File: src/rtl/simmem_release_scheduler.sv
// simmem_release_scheduler
//
// Picks one write-response bank entry at a time from those whose delay has
// expired. The pick is always the oldest allocation, so responses that share
// an AXI ID leave in the order they were stored. The chosen address is offered
// to the response bank read port over a valid/ready request. In the handshake
// cycle, a one-hot of the released address goes back to the delay bank so that
// it can clear the entry.
//
// Ports
//   clk_i                      clock
//   rst_ni                     asynchronous active-low reset
//   alloc_valid_i              an entry is allocated this cycle
//   alloc_addr_i               address of the allocated entry
//   release_en_i               multihot of entries whose delay expired
//   rsp_valid_o                release request valid
//   rsp_addr_o                 entry address to read from the response bank
//   rsp_ready_i                response bank accepts the request
//   address_released_onehot_o  one-hot of the entry released this cycle, else 0

module simmem_release_scheduler #(
  parameter int unsigned NumEntries = 16,
  parameter int unsigned AddrWidth  = $clog2(NumEntries)
) (
  input  logic                  clk_i,
  input  logic                  rst_ni,
  input  logic                  alloc_valid_i,
  input  logic [AddrWidth-1:0]  alloc_addr_i,
  input  logic [NumEntries-1:0] release_en_i,
  output logic                  rsp_valid_o,
  output logic [AddrWidth-1:0]  rsp_addr_o,
  input  logic                  rsp_ready_i,
  output logic [NumEntries-1:0] address_released_onehot_o
);

  typedef enum logic {
    IDLE,
    OFFER
  } state_e;

  state_e                state_q, state_d;
  logic [AddrWidth-1:0]  addr_q, addr_d;

  // older_q[i][j] = 1 : entry i was allocated before entry j (diagonal unused)
  logic [NumEntries-1:0] older_q     [NumEntries];
  logic [NumEntries-1:0] older_d     [NumEntries];
  // older_than[i][j] = 1 : entry j is older than entry i (column i of older_q)
  logic [NumEntries-1:0] older_than  [NumEntries];

  logic [NumEntries-1:0] excl;
  logic [NumEntries-1:0] cand;
  logic [NumEntries-1:0] unbeaten;
  logic                  win_found;
  logic [AddrWidth-1:0]  win_addr;
  logic                  handshake;

  assign rsp_valid_o = (state_q == OFFER);
  assign rsp_addr_o  = addr_q;
  assign handshake   = rsp_valid_o & rsp_ready_i;

  // ---------------------------------------------------------------------------
  // Arbitration
  // ---------------------------------------------------------------------------
  always_comb begin
    for (int unsigned i = 0; i < NumEntries; i++) begin
      for (int unsigned j = 0; j < NumEntries; j++) begin
        older_than[i][j] = (i != j) ? older_q[j][i] : 1'b0;
      end
    end
  end

  // The entry being offered stays set in release_en_i until the delay bank
  // clears it after the handshake. It is masked here so that, in the handshake
  // cycle, the next winner can be chosen without offering the same entry twice.
  always_comb begin
    excl = '0;
    if (rsp_valid_o) begin
      excl[rsp_addr_o] = 1'b1;
    end
    cand = release_en_i & ~excl;
  end

  // A candidate wins when no other candidate is older than it. Entries that
  // were never allocated after reset have no ordering between them, so several
  // may be unbeaten. The lowest index among them is taken.
  always_comb begin
    for (int unsigned i = 0; i < NumEntries; i++) begin
      unbeaten[i] = cand[i] & ~|(cand & older_than[i]);
    end
  end

  always_comb begin
    win_found = 1'b0;
    win_addr  = '0;
    for (int unsigned i = 0; i < NumEntries; i++) begin
      if (unbeaten[i] && !win_found) begin
        win_found = 1'b1;
        win_addr  = AddrWidth'(i);
      end
    end
  end

  always_comb begin
    address_released_onehot_o = '0;
    if (handshake) begin
      address_released_onehot_o[rsp_addr_o] = 1'b1;
    end
  end

  // ---------------------------------------------------------------------------
  // Age matrix: an allocated entry becomes younger than every other entry
  // ---------------------------------------------------------------------------
  always_comb begin
    older_d = older_q;
    if (alloc_valid_i) begin
      for (int unsigned k = 0; k < NumEntries; k++) begin
        older_d[alloc_addr_i][k] = 1'b0;
        older_d[k][alloc_addr_i] = 1'b1;
      end
      older_d[alloc_addr_i][alloc_addr_i] = 1'b0;
    end
  end

  // ---------------------------------------------------------------------------
  // Request FSM
  // ---------------------------------------------------------------------------
  always_comb begin
    state_d = state_q;
    addr_d  = addr_q;
    unique case (state_q)
      IDLE: begin
        if (win_found) begin
          state_d = OFFER;
          addr_d  = win_addr;
        end
      end
      OFFER: begin
        // No preemption: the offered address is held until it is accepted.
        if (handshake) begin
          if (win_found) begin
            addr_d = win_addr;
          end else begin
            state_d = IDLE;
          end
        end
      end
      default: state_d = IDLE;
    endcase
  end

  always_ff @(posedge clk_i or negedge rst_ni) begin
    if (!rst_ni) begin
      state_q <= IDLE;
      addr_q  <= '0;
      for (int unsigned i = 0; i < NumEntries; i++) begin
        older_q[i] <= '0;
      end
    end else begin
      state_q <= state_d;
      addr_q  <= addr_d;
      older_q <= older_d;
    end
  end

  // ---------------------------------------------------------------------------
  // Usage checks
  // ---------------------------------------------------------------------------
  // Allocating the entry that is on offer would overwrite a pending response.
  // In the handshake cycle the entry is already released, so this is allowed.
  alloc_to_offered_a : assert property (@(posedge clk_i) disable iff (!rst_ni)
    !(alloc_valid_i && rsp_valid_o && !rsp_ready_i && (alloc_addr_i == rsp_addr_o)));

  // The delay bank must keep the offered entry enabled until it is accepted.
  release_held_a : assert property (@(posedge clk_i) disable iff (!rst_ni)
    rsp_valid_o |-> release_en_i[rsp_addr_o]);

endmodule

File: config.mk
export PLATFORM = sky130hd
export DESIGN_NAME = simmem_release_scheduler
export DESIGN_NICKNAME = d
export VERILOG_FILES = /design/src/rtl/simmem_release_scheduler.sv
export SDC_FILE = /design/constraint.sdc
export NUM_CORES = 1
export LEC_CHECK = 0
export CAP_MARGIN = 0
export CORE_MARGIN = 3
export CORE_UTILIZATION = 50
export DETAILED_ROUTE_END_ITERATION = 8
export PLACE_DENSITY_LB_ADDON = 0.12
export SETUP_SLACK_MARGIN = 0.15
export SYNTH_ARGS = -nofsm -noshare
export SYNTH_HDL_FRONTEND = slang
export SYNTH_SLANG_ARGS = --single-unit
File: constraint.sdc
create_clock -name clk_i -period 3.16 [get_ports clk_i]
set_clock_uncertainty 0.1 [all_clocks]
set_input_delay 0.316 -clock clk_i [delete_from_list [all_inputs] [get_ports clk_i]]
set_output_delay 0.316 -clock clk_i [all_outputs]
set_load 0.005 [all_outputs]
==> results.yml, run 1 <==
synthesis:
  ys_async_sr_fraction_pct: 100
  synth_top_area_share_pct: 52.8
  synthTopCellsByArea: "dfrtp_1, nand2_1, a21oi_1"
  yosysTopAreaCell: "dfrtp_1"
  synth_edf_count: 0
  ys_ff_latch: 245
  synth_seq_area_share_pct: 52.8
  synth_cells: 1384
  synthFlopType: "dfrtp_1"
  syn_area_um2: 11600
  yosysWarningCount: 0
  synth_nets: 1408
  avgSynthCellArea_um2: 8.39
  synth.distinct_cells: 55
drt:
  drtIter0Drc: 1256
  avgViaCountPerCell: 6.12
  met3_length_mm: 4.19
  drt-total-wl_mm: 44.9
  num_vias: 11000
  drt-met1-wl_mm: 19.7
  ant_nets: 0
  drc: 0
  drtPass1Iterations: 7
  post_drt_wl_per_cell_um: 25.0
  highest_layer: "met4"
  met2_wirelength_mm: 19.5
grt:
  globalRouteOverflowTotal: 0
  grt_pass1_vias: 10400
  grt_pass1_wl_mm: 66.5
  grt_use_total_pct: 35.7
  grt_max_degree: 78
  grt_antenna_before_repair: 0
critical_path:
  end_kind: "flip-flop"
  r2r_slack_ns: 0.17
  critical_path.max_stage_delay_ns: 0.48
  critical_path.top_delay_family: "simple AND/OR/NAND/NOR gates"
  crit_buf_inv: 2
  cp_max_fo: 9
  path_cells: "and3b_4 > buf_12 > buf_4 > a21oi_1 > nor4_1 > nand4_1 > o21ai_1 > a31oi_1 > o311a_1 > o22a_1"
  required_ns: 3.49
  critPathLaunchType: "flip-flop"
  r2r_cells: 10
  timing.rr.end: "rsp_addr_o[1]"
  crit_cells: 10
  startpoint: "rsp_addr_o[1]"
  crit_type: "reg -> reg"
  cpMaxStageDelayCell: "dfrtp_2"
  r2r_start: "rsp_addr_o[1]"
  worstSetupEndpoint: "rsp_addr_o[1]"
  arrival_ns: 3.31
timing:
  min_period_ns: 2.99
  hold_viol: 0
  worst_pin_slew_ns: 0.810
  fmax_mhz: 335
  fin_crit_sh_pct: 94.5
  whs_ns: 0.279
  setup_viol: 0
  slew_violations: 0
  rsz0062_at_grt: "true"
  slew_headroom_pct: 45.8
place:
  gp_congestion: 0.993
  port_buffers: 44
  dp_hpwl_mm: 30.8
clock_tree:
  cts_root_buf: "clkbuf_16"
  htreeDepth: 1
  cts_sinks: 245
  clockBufferDepth: 3
  path_clk_slew_ns: 0.06
  clk_latency_ns: 0.54
  cts-buffers-inserted: 27
  cts_tree: "done"
final_layout:
  fin_util_pct: 61.6
  fin_nets: 1512
  area_growth_pct: 20.4
  diodes: 0
  final_cell_mix: "nand2_1, dfrtp_1, nor2_1"
  layout-drive-gt1-share_pct: 14.3
  layout_commonest_cell: "nand2_1"
  fillers: 2043
worst_hold_path:
  hp-class: "in -> async"
die:
  coreArea_um2: 22700
  dieHeight_um: 158
  start_util_pct: 51.2
  pin_count: 45
  num_rows: 55
  dieWidth_um: 158
  dieArea_um2: 25100
flow_run:
  cap_violations: 0
power_and_ir_drop:
  worst_ir_drop_vdd_mv: 0.535
  power_density_nw_per_um2: 789
  p_leak_nw: 6.82
status:
  outcome: "completed"
cells in the mapped netlist (4+ instances only):
cell,instances
a21oi_1,182
nand2b_1,7
buf_2,14
nor4_1,35
o21ai_0,17
clkbuf_1,51
a2111oi_0,12
a22o_1,4
nand3_1,6
buf_4,7
buf_6,17
a22oi_1,13
dfrtp_1,245
o21a_1,28
nand2_1,439
nor2_1,209
a21boi_0,7
nand4_1,19
nor3_1,4
a221oi_1,4
a21boi_1,7
worst reg2reg max path, delay by kind of cell, from the launching register on:
kind | cells | cell delay, ns
AO/OA/AOI/OAI | 5 | 0.95
buffers and inverters | 2 | 0.26
flip-flops | 1 | 0.48
AND/OR/NAND/NOR | 3 | 1.10
logic make-up after synthesis:
family / after synthesis / synth area share (%)
buffers and inverters: 98 / 4.94
flip-flops: 245 / 52.8
AO/OA/AOI/OAI: 295 / 15.6
AND/OR/NAND/NOR: 746 / 26.7
worst min-delay path by stage:
stage / start / depth (start not counted) / slack (ns) / to
6_report: rst_ni / 2 / 0.28 / older_q[146]
5_1_grt: rst_ni / 2 / 0.32 / older_q[146]
4_1_cts: rst_ni / 2 / 0.29 / older_q[164]
3_5_place_dp: rst_ni / 1 / 0.26 / older_q[164]
3_3_place_gp: rst_ni / 1 / 0.25 / older_q[164]
2_1_floorplan: rst_ni / 0 / -0.08 / older_q[0]
flip-flops by register name, indices dropped and copies added (netlist names):
name         count
older_q        240
rsp_valid_o      1
rsp_addr_o       4
where the power goes:
group	switching [mW]	internal [mW]
combinational	2.13	1.36
sequential	0.574	3.87
clock	1.28	1.82
total	3.99	7.04
area by class of cell:
type / count / area, µm² / share of cell area (%)
flip-flops and latches: 245 / 6140 / 43.9
multi-input cells: 1043 / 5110 / 36.5
repair buffers: 168 / 1510 / 10.8
clock buffers: 42 / 802 / 5.73
well taps: 285 / 357 / 2.55
clock inverters: 7 / 68.8 / 0.492
inverters: 3 / 11.3 / 0.0805
through the flow:
stage	power (mW)	setup TNS, ns	setup slack, ns	cell area, µm²	std cells
floorplan	6.33	0	0.726	11600	1384
global placement	7.55	-0.113	-0.0342	12800	1726
detailed placement	7.59	-0.329	-0.0916	12800	1726
CTS	10.8	0	0.194	13800	1783
global route	11.5	0	0.131	14000	1793
finish	11.0	0	0.173	14000	1793
timing repair:
action | in CTS | in global routing
hold buffers | 1 | 0
endpoints found under the setup margin | 7 | 4
endpoints found under the hold margin | 71 | 0
resized for setup | 11 | 30
pin swaps | 0 | 7
setup buffers | 6 | 9
cloned | 1 | 1
layer usage:
layer / vias to the layer above / GRT usage [%]
met5: - / 0
met1: 5476 / 54.0
li1: 4813 / -
met2: 589 / 53.7
met3: 99 / 5.60
met4: 0 / 9.83
Power figures use the tool's default switching activity.
==> run 2, diff against run 1 <==
CTS_CLUSTER_DIAMETER = 30   (was default)
SKIP_CTS_REPAIR_TIMING = 1   (was default)
==> results.yml, run 2 (synthesis gave the netlist of run 1 again) <==
status:
  outcome: "completed"
critical_path:
  path_cells: "buf_4 > and3b_4 > buf_4 > buf_4 > a21oi_1 > nor4_1 > nand4_1 > o21ai_1 > a31oi_1 > o311a_1 > o22a_1"
  r2r_cells: 11
  end_kind: "flip-flop"
  cpMaxStageDelayCell: "dfrtp_2"
  r2r_slack_ns: 0.19
  arrival_ns: 3.30
  critPathLaunchType: "flip-flop"
  crit_top_cell: "buf_4"
  cp_max_fo: 9
  r2r_start: "rsp_valid_o"
  startpoint: "rsp_valid_o"
  crit_type: "reg -> reg"
  required_ns: 3.50
  crit_cells: 11
  worstSetupEndpoint: "rsp_addr_o[1]"
  critical_path.max_stage_delay_ns: 0.46
  timing.rr.end: "rsp_addr_o[1]"
  critical_path.top_delay_family: "simple AND/OR/NAND/NOR gates"
  crit_buf_inv: 3
place:
  port_buffers: 44
  dpl_cell_area_um2: 12800
  gp_congestion: 0.993
  dp_hpwl_mm: 30.8
final_layout:
  final_cell_mix: "nand2_1, dfrtp_1, nor2_1"
  final_area_um2: 15100
  fin_nets: 1541
  layout_commonest_cell: "nand2_1"
  layout-drive-gt1-share_pct: 17.1
  fin_util_pct: 66.7
  area_growth_pct: 30.4
  diodes: 0
  largest_reg_flops: 240
  top_register: "older_q"
die:
  num_rows: 55
  dieArea_um2: 25100
  pin_count: 45
  dieHeight_um: 158
  coreArea_um2: 22700
  dieWidth_um: 158
  start_util_pct: 51.2
timing:
  min_period_ns: 2.97
  worst_pin_slew_ns: 0.770
  slew_violations: 0
  slew_headroom_pct: 48.5
  hold_viol: 0
  fmax_mhz: 337
  fin_crit_sh_pct: 93.9
  rsz0062_at_grt: "true"
  tns_ns: 0
  setup_viol: 0
clock_tree:
  cts_sinks: 245
  cts_tree: "done"
  cts-buffers-inserted: 57
  clk_latency_ns: 0.56
  clockBufferDepth: 3
  cts_root_buf: "clkbuf_16"
  htreeDepth: 2
  path_clk_slew_ns: 0.04
drt:
  num_vias: 11200
  drtPass1Iterations: 5
  avgViaCountPerCell: 6.08
  post_drt_wl_per_cell_um: 25.0
  drt-total-wl_mm: 46.3
  drtIter0Drc: 1359
  drc: 0
  ant_nets: 0
grt:
  grt_use_total_pct: 36.5
  grt_antenna_before_repair: 0
  grt_max_degree: 78
  grt_pass1_vias: 10900
  grt_pass1_wl_mm: 67.8
  globalRouteOverflowTotal: 0
power_and_ir_drop:
  worst_ir_drop_vdd_mv: 0.559
  p_leak_nw: 7.39
  power_density_nw_per_um2: 940
  power_mw: 14.2
flow_run:
  cap_violations: 0
worst_hold_path:
  hp-class: "in -> async"
==> run 2: cell count changes in the layout (fill, tap and decap cells not counted), sizes merged <==
cell and change:
and3b +1, buf -2, bufinv +10, clkbuf +30, clkinv +8, clkinvlp +6
inv +4
==> run 2: layout make-up <==
cell class	count	area, µm²
inverter	3	11.3
tap	285	357
clock inverter	35	495
timing repair buffer	166	1480
sequential	245	6140
multi-input combinational	1044	5090
fill	1876	7560
clock buffer	72	1580
==> run 2: metal layers <==
metal / vias to the layer above / GRT usage (%) / routed length (µm)
met5: - / 0 / 0
met1: 5524 / 53.9 / 19800
met3: 112 / 6.39 / 4600
li1: 4921 / - / -
met2: 692 / 55.1 / 20500
met4: 0 / 11.8 / 1370
==> run 2: worst register-to-register path, delay by kind of cell (launching register included) <==
family | cells | cell delay [ns]
AO/OA/AOI/OAI | 5 | 0.94
flip-flops | 1 | 0.46
AND/OR/NAND/NOR | 3 | 0.94
buffers and inverters | 3 | 0.42
==> run 2: how the worst min path moves through the flow <==
stage | end | slack (ns) | cells past startpoint | from
2_1_floorplan | older_q[0] | -0.08 | 0 | rst_ni
6_report | older_q[164] | 0.28 | 2 | rst_ni
4_1_cts | older_q[130] | -0.32 | 1 | rst_ni
3_3_place_gp | older_q[164] | 0.25 | 1 | rst_ni
3_5_place_dp | older_q[164] | 0.26 | 1 | rst_ni
5_1_grt | older_q[131] | 0.33 | 2 | rst_ni
==> run 2: stage by stage <==
stage | setup slack, ns | std cells | hold slack, ns
finish | 0.194 | 1850 | 0.277
global route | 0.0946 | 1850 | 0.329
CTS | -0.109 | 1833 | -0.315
detailed placement | -0.0916 | 1726 | 0.257
global placement | -0.0342 | 1726 | 0.254
floorplan | 0.726 | 1384 | -0.0796
==> run 2: power by group <==
part / total [mW] / switching (mW) / leakage [nW] / internal [mW]
combinational: 3.48 / 2.15 / 3.45 / 1.33
sequential: 4.47 / 0.589 / 2.93 / 3.88
clock: 6.29 / 1.88 / 0.996 / 4.41
total: 14.2 / 4.62 / 7.39 / 9.62
==> run 3, diff against run 2 <==
CAP_MARGIN = 10   (was 0)
==> results of run 3 <==
The final DEF is identical to that of run 2; final timing and power are the same.
